===== src/rtl/rv_pkg.sv =====
// Shared RVTU types for the multiply responder: op encoding, wire packet
// layout, responder FSM states and the latency counter width.
package rv_pkg;

    // Multiply op, encoded like funct3[1:0]
    typedef enum logic [1:0] {
        MUL    = 2'd0,
        MULH   = 2'd1,
        MULHSU = 2'd2,
        MULHU  = 2'd3
    } rvMulOp_t;

    // One 36-bit packet on the request/response FIFOs
    typedef struct packed {
        logic [3:0]  id;
        logic [31:0] data;
    } mulPkt_t;

    // Responder FSM states
    typedef enum logic [1:0] {
        WAIT_A = 2'd0,
        WAIT_B = 2'd1,
        EXEC   = 2'd2,
        RESP   = 2'd3
    } mulRespState_t;

    // Latency counter holds LAT-1, LAT is at most 8
    localparam int MUL_CNT_W = 3;

endpackage


===== src/rtl/fifo.sv =====
// Small synchronous FIFO. 'full' already accounts for a dequeue in the
// same cycle, so a producer may push into a full FIFO while it drains.
module fifo #(
    parameter int DEPTH = 1,
    parameter int WIDTH = 36
) (
    input  logic             clk,
    input  logic             rst,
    input  logic             enq,
    input  logic [WIDTH-1:0] din,
    input  logic             deq,
    output logic [WIDTH-1:0] dout,
    output logic             empty,
    output logic             full
);

    localparam int AW = (DEPTH > 1) ? $clog2(DEPTH) : 1;
    localparam int CW = $clog2(DEPTH + 1);

    logic [WIDTH-1:0] mem [DEPTH];
    logic [AW-1:0]    rd_ptr;
    logic [AW-1:0]    wr_ptr;
    logic [CW-1:0]    count;
    logic             do_enq;
    logic             do_deq;

    function automatic logic [AW-1:0] next_ptr(input logic [AW-1:0] p);
        return (p == AW'(DEPTH - 1)) ? '0 : AW'(p + 1'b1);
    endfunction

    assign empty  = (count == '0);
    assign do_deq = deq & ~empty;
    assign full   = (count == CW'(DEPTH)) & ~do_deq;
    assign do_enq = enq & ~full;
    assign dout   = mem[rd_ptr];

    // Occupancy and pointer bookkeeping
    always_ff @(posedge clk) begin
        if (rst) begin
            count  <= '0;
            rd_ptr <= '0;
            wr_ptr <= '0;
        end else begin
            if (do_enq) wr_ptr <= next_ptr(wr_ptr);
            if (do_deq) rd_ptr <= next_ptr(rd_ptr);
            case ({do_enq, do_deq})
                2'b10:   count <= CW'(count + 1'b1);
                2'b01:   count <= CW'(count - 1'b1);
                default: count <= count;
            endcase
        end
    end

    // Storage write; contents need no reset since occupancy gates them
    always_ff @(posedge clk) begin
        if (do_enq) mem[wr_ptr] <= din;
    end

endmodule


===== src/rtl/rvtu_mul_core.sv =====
// 33x33 signed multiplier with a LAT-deep retiming pipeline. Operands and op
// must stay stable while 'en' is high; after LAT enabled edges 'result' holds
// the selected 32-bit half and 'vld' is set. 'clr' restarts the valid chain.
module rvtu_mul_core
    import rv_pkg::*;
#(
    parameter int LAT = 2
) (
    input  logic        clk,
    input  logic        rst,
    input  logic        en,
    input  logic        clr,
    input  logic [31:0] a,
    input  logic [31:0] b,
    input  logic [1:0]  op,
    output logic [31:0] result,
    output logic        vld
);

    logic signed [63:0] a_ext;
    logic signed [63:0] b_ext;
    logic signed [63:0] prod_p [LAT];
    rvMulOp_t           op_p   [LAT];
    logic [LAT-1:0]     vld_p;
    rvMulOp_t           op_in;

    // Sign- or zero-extend a 32-bit operand; the low 33 bits form the 33-bit operand
    function automatic logic signed [63:0] ext_operand(input logic [31:0] v, input logic sgn);
        return sgn ? {{32{v[31]}}, v} : {32'h0, v};
    endfunction

    // Pick the low word for MUL, the high word for the MULH variants
    function automatic logic [31:0] select_result(input logic signed [63:0] p, input rvMulOp_t o);
        return (o == MUL) ? p[31:0] : p[63:32];
    endfunction

    assign op_in = rvMulOp_t'(op);

    // Operand extension: A is signed unless MULHU, B is signed only for MULH
    always_comb begin
        a_ext = ext_operand(a, op_in != MULHU);
        b_ext = ext_operand(b, op_in == MULH);
    end

    // Product and op travel down the pipeline while enabled
    always_ff @(posedge clk) begin
        if (en) begin
            prod_p[0] <= a_ext * b_ext;
            op_p[0]   <= op_in;
            for (int i = 1; i < LAT; i++) begin
                prod_p[i] <= prod_p[i-1];
                op_p[i]   <= op_p[i-1];
            end
        end
    end

    // Valid chain alongside the product pipeline
    always_ff @(posedge clk) begin
        if (rst || clr) begin
            vld_p <= '0;
        end else if (en) begin
            vld_p[0] <= 1'b1;
            for (int i = 1; i < LAT; i++) begin
                vld_p[i] <= vld_p[i-1];
            end
        end
    end

    assign result = select_result(prod_p[LAT-1], op_p[LAT-1]);
    assign vld    = vld_p[LAT-1];

endmodule


===== src/rtl/rvtu_mul_resp.sv =====
// Responder end of the RVTU multiply packet protocol: pops operand A, then
// operand B tagged with the op, multiplies, and queues one result packet.
// Only one operation is in flight at a time.
module rvtu_mul_resp
    import rv_pkg::*;
#(
    parameter logic [4:0] packet1_id     = 5'd11,
    parameter logic [4:0] packet2_id_off = 5'd12,
    parameter logic [3:0] RESP_ID        = 4'd0,
    parameter int         LAT            = 2
) (
    input  logic        clk,
    input  logic        rst,
    input  logic        req_empty,
    output logic        req_deq,
    input  logic [35:0] req_pkt,
    output logic        rsp_empty,
    input  logic        rsp_deq,
    output logic [35:0] rsp_pkt,
    output logic        proto_err,
    output logic        busy
);

    localparam logic [3:0] A_ID   = packet1_id[3:0];
    localparam logic [3:0] B_BASE = packet2_id_off[3:0];

    mulRespState_t          state;
    logic [MUL_CNT_W-1:0]   cnt;
    logic [31:0]            opa;
    logic [31:0]            opb;
    logic [1:0]             op;
    mulPkt_t                req;
    logic [3:0]             b_off;
    logic                   a_hit;
    logic                   b_hit;
    logic                   b_load;
    logic [31:0]            mul_result;
    logic                   mul_vld;
    logic                   rsp_full;
    logic                   rsp_enq;

    assign req   = mulPkt_t'(req_pkt);
    // B ids are matched modulo 16, so the offset from the base wraps too
    assign b_off = req.id - B_BASE;
    assign b_hit = (b_off[3:2] == 2'b00);
    assign a_hit = (req.id == A_ID);

    assign req_deq = ~rst & ~req_empty & ((state == WAIT_A) | (state == WAIT_B));
    assign b_load  = req_deq & (state == WAIT_B) & b_hit;
    assign rsp_enq = (state == RESP) & mul_vld & ~rsp_full;
    assign busy    = (state != WAIT_A);

    // Protocol FSM with latency counter and sticky error flag
    always_ff @(posedge clk) begin
        if (rst) begin
            state     <= WAIT_A;
            cnt       <= '0;
            proto_err <= 1'b0;
        end else begin
            case (state)
                WAIT_A: begin
                    if (req_deq) begin
                        if (a_hit) state     <= WAIT_B;
                        else       proto_err <= 1'b1;
                    end
                end
                WAIT_B: begin
                    if (req_deq) begin
                        if (b_hit) begin
                            cnt   <= MUL_CNT_W'(LAT - 1);
                            state <= EXEC;
                        end else begin
                            proto_err <= 1'b1;
                        end
                    end
                end
                EXEC: begin
                    if (cnt == '0) state <= RESP;
                    else           cnt   <= cnt - 1'b1;
                end
                RESP: begin
                    if (rsp_enq) state <= WAIT_A;
                end
                default: state <= WAIT_A;
            endcase
        end
    end

    // Operand capture; a repeated A packet in WAIT_B replaces operand A
    always_ff @(posedge clk) begin
        if (req_deq && state == WAIT_A && a_hit) begin
            opa <= req.data;
        end else if (req_deq && state == WAIT_B) begin
            if (b_hit) begin
                opb <= req.data;
                op  <= b_off[1:0];
            end else if (a_hit) begin
                opa <= req.data;
            end
        end
    end

    rvtu_mul_core #(
        .LAT(LAT)
    ) u_core (
        .clk    (clk),
        .rst    (rst),
        .en     (state == EXEC),
        .clr    (b_load),
        .a      (opa),
        .b      (opb),
        .op     (op),
        .result (mul_result),
        .vld    (mul_vld)
    );

    fifo #(
        .DEPTH(1),
        .WIDTH(36)
    ) u_rsp_fifo (
        .clk   (clk),
        .rst   (rst),
        .enq   (rsp_enq),
        .din   ({RESP_ID, mul_result}),
        .deq   (rsp_deq),
        .dout  (rsp_pkt),
        .empty (rsp_empty),
        .full  (rsp_full)
    );

endmodule


===== config.mk =====
export PLATFORM = sky130hd
export DESIGN_NAME = rvtu_mul_resp
export DESIGN_NICKNAME = d
export VERILOG_FILES = /design/src/rtl/rv_pkg.sv /design/src/rtl/fifo.sv /design/src/rtl/rvtu_mul_core.sv /design/src/rtl/rvtu_mul_resp.sv
export SDC_FILE = /design/constraint.sdc
export NUM_CORES = 2
export LEC_CHECK = 0
export ABC_AREA = 1
export CELL_PAD_IN_SITES_DETAIL_PLACEMENT = 1
export CELL_PAD_IN_SITES_GLOBAL_PLACEMENT = 1
export CORE_ASPECT_RATIO = 0.8
export CORE_MARGIN = 2
export CORE_UTILIZATION = 53
export DETAILED_ROUTE_END_ITERATION = 8
export DONT_BUFFER_PORTS = 1
export HOLD_SLACK_MARGIN = 0.1
export PLACE_DENSITY = 0.88
export SKIP_LAST_GASP = 1
export SYNTH_ARGS = -nofsm -noshare
export SYNTH_HDL_FRONTEND = slang
export SYNTH_SLANG_ARGS = --single-unit
export TNS_END_PERCENT = 10

===== constraint.sdc =====
create_clock -name clk -period 11.8 [get_ports clk]
set_clock_uncertainty 0.1 [all_clocks]
set_input_delay 0.59 -clock clk [delete_from_list [all_inputs] [get_ports clk]]
set_output_delay 0.59 -clock clk [all_outputs]
set_load 0.01 [all_outputs]

==> impl_metrics.ini <==
[synthesis]
syn_inst = 6401
ys.warnings.count = 0
synth_area_sq_um = 57700
synth_cell_types = 47
ys_seq_area_frac = 0.123
avgSynthCellArea_sq_um = 9.01
ys_seq_elements = 239

[clock_network]
cts.path.max_buffers = 3
ctsHtreeMaxLevel = 1
path_clk_slew_ns = 0.07
cts_buffers = 27
cts_tree = done
cts.repair.resized = 0
clock_sinks = 239
clockRootBuffer = clkbuf_16
clkLatencyLatePin_ns = 0.67

[final_layout]
fin_nets = 8125
fillers = 12500
drive_gt1_frac = 0.0300
syn2layout_area_growth_pct = 4.96
mostFrequentLayoutCells = inv_1, fa_1, nand2_1
layout_commonest_cell = inv_1

[global_route]
grt_pass1_vias = 50400
grt_pass1_wl_um = 312000
grt_max_degree = 75
grt_use_total = 0.379
antenna_found_initial = 6
grt-ovfl-total = 0

[drt]
wire_per_inst_um = 26.5
dr.pass1.iters = 6
viasPerCell = 5.59
num_vias = 43400
drt-total-wl_um = 206000
drt_iter0_drc = 4338
route.antenna.remaining_nets = 0
drc = 0

[sta]
worst_pin_slew_ns = 1.41
slew_viol_final = 0
post-route-period-util = 0.912
finalCriticalPeriod_ns = 10.76
hold_viol = 0
fmax_mhz = 92.9
max_slew_margin = 0.0630
setup_viol = 0
tns_ns = 0
rsz0062_at_grt = no

[status]
status = finished, final reports clean

[floorplanning]
core_area_sq_um = 108000
io_pins = 80
dieArea_sq_um = 111000
chipWidth_um = 373
die_h_um = 299
initial_core_util = 0.533
fp-row-count = 108

[placement]
finalWeightedCongestion = 1.00
dpl.hpwl_um = 178000
io_buffer_count = 0

[critical_path]
crit_slowest_cell = fa_1
crit_required_ns = 12.06
crit_fanout = 18
critPathLaunchType = register
critPathMostFrequentCell = fa_1
cpPeakStageDelay_ns = 0.95
crit_path_end_kind = register
worstSetupPathType = reg -> reg
cp_data_arrival_time_ns = 11.03

[job]
cap_violations = 0

[min_path]
hold_path.class = in -> reg
## per-layer routing
layer,vias to the layer above,track usage,wire length (um)
met5,-,0,54
met4,6,0.122,7850
met3,546,0.121,25300
met2,2541,0.598,92700
met1,22700,0.503,80000
li1,17600,-,-
## synth_stat cells (all sizes together)
| cell | number | area, sq um |
|---|---|---|
| or2 | 3 | 18.8 |
| clkbuf | 239 | 897 |
| dfxtp | 9 | 180 |
| o211ai | 4 | 30.0 |
| a311oi | 1 | 8.76 |
| a21oi | 74 | 370 |
| fa | 1422 | 28500 |
| nor3 | 19 | 100 |
| mux2 | 32 | 360 |
| clkinv | 1 | 5.00 |
| o221ai | 1 | 8.76 |
| a21o | 13 | 97.6 |
| a221oi | 3 | 26.3 |
| a31oi | 17 | 106 |
| o2111ai | 2 | 17.5 |
| nor3b | 1 | 7.51 |
| ha | 354 | 4430 |
| o21ai | 53 | 265 |
| nand3 | 62 | 323 |
| and3 | 5 | 31.3 |
| xnor2 | 22 | 193 |
| edfxtp | 230 | 6910 |
| o21bai | 10 | 75.1 |
| nand4 | 7 | 43.8 |
| conb | 1 | 3.75 |
| nand2 | 1362 | 5120 |
| xor2 | 47 | 412 |
| nand3b | 7 | 52.6 |
| nor2 | 181 | 699 |
| nor4 | 4 | 31.3 |
| o21a | 1 | 7.51 |
| a21boi | 4 | 30.0 |
| inv | 2198 | 8250 |
| a211oi | 4 | 30.0 |
| o22ai | 1 | 6.26 |
| buf | 7 | 46.3 |
## final timing paths
check | to | slack, ns | start | depth (start not counted)
worst max register to register | u_core.prod_p[0][55] | 1.04 | op[0] | 28
worst min-delay path | proto_err | 0.18 | req_empty | 3
worst max-delay path | u_core.prod_p[0][55] | 1.04 | op[0] | 28
worst min register to register | u_core.prod_p[0][79] | 0.32 | u_core.prod_p[0][15] | 0
## critical path: cells and delay by family, from the launching register on
kind / cells / cell delay [ns]
buffers and inverters: 6 / 0.84
DFF: 1 / 0.50
and+or+nand+nor: 8 / 1.78
AOI/OAI and AO/OA: 3 / 1.17
adders and majority gates: 11 / 6.08
## metrics by stage
stage	hold slack (ns)	area, sq um	util	std cells	worst slack [ns]
2_1_floorplan	0.300	57700	-	6404	2.78
3_3_place_gp	0.302	59200	0.547	7674	1.59
3_5_place_dp	0.306	59200	0.547	7674	1.32
4_1_cts	0.150	60500	0.559	7760	1.23
5_1_grt	0.203	60500	0.559	7760	0.748
6_report	0.179	60500	0.559	7763	1.04
## registers in the layout, summed over array words and instances, names as in the netlist
name / cells
opa: 32
u_core.vld_p: 2
state: 2
cnt: 3
u_core.prod_p: 128
u_core.op_p: 4
u_rsp_fifo.mem: 32
proto_err: 1
u_rsp_fifo.count: 1
opb: 32
op: 2
## cells by family after synthesis
| kind of cell | count (synthesis) | synth area share |
|---|---|---|
| buf+inv | 2445 | 0.160 |
| fa+ha+maj | 1776 | 0.570 |
| simple gates | 1651 | 0.112 |
| flops | 239 | 0.123 |
| compound gates | 188 | 0.0187 |
| xor+xnor | 69 | 0.0105 |
| mux | 32 | 0.00625 |
| other cells | 1 | 0.0000650 |
## repair_timing
item,in CTS,in global routing
hold buffers,36,0
hold endpoints to repair,75,0
buffers inserted,0,0
## cell type report
| type | count | area [sq um] | area share |
|---|---|---|---|
| multi-input cells | 3720 | 41400 | 0.685 |
| inverters | 2199 | 8260 | 0.136 |
| flip-flops and latches | 239 | 7090 | 0.117 |
| well taps | 1430 | 1790 | 0.0296 |
| repair buffers | 122 | 1030 | 0.0170 |
| clock buffers | 28 | 679 | 0.0112 |
| clock inverters | 22 | 240 | 0.00397 |
| diodes | 3 | 7.51 | 0.000124 |
Power is not shown: default switching activity piles up to over one toggle a cycle in this logic, so the estimate is an artifact.
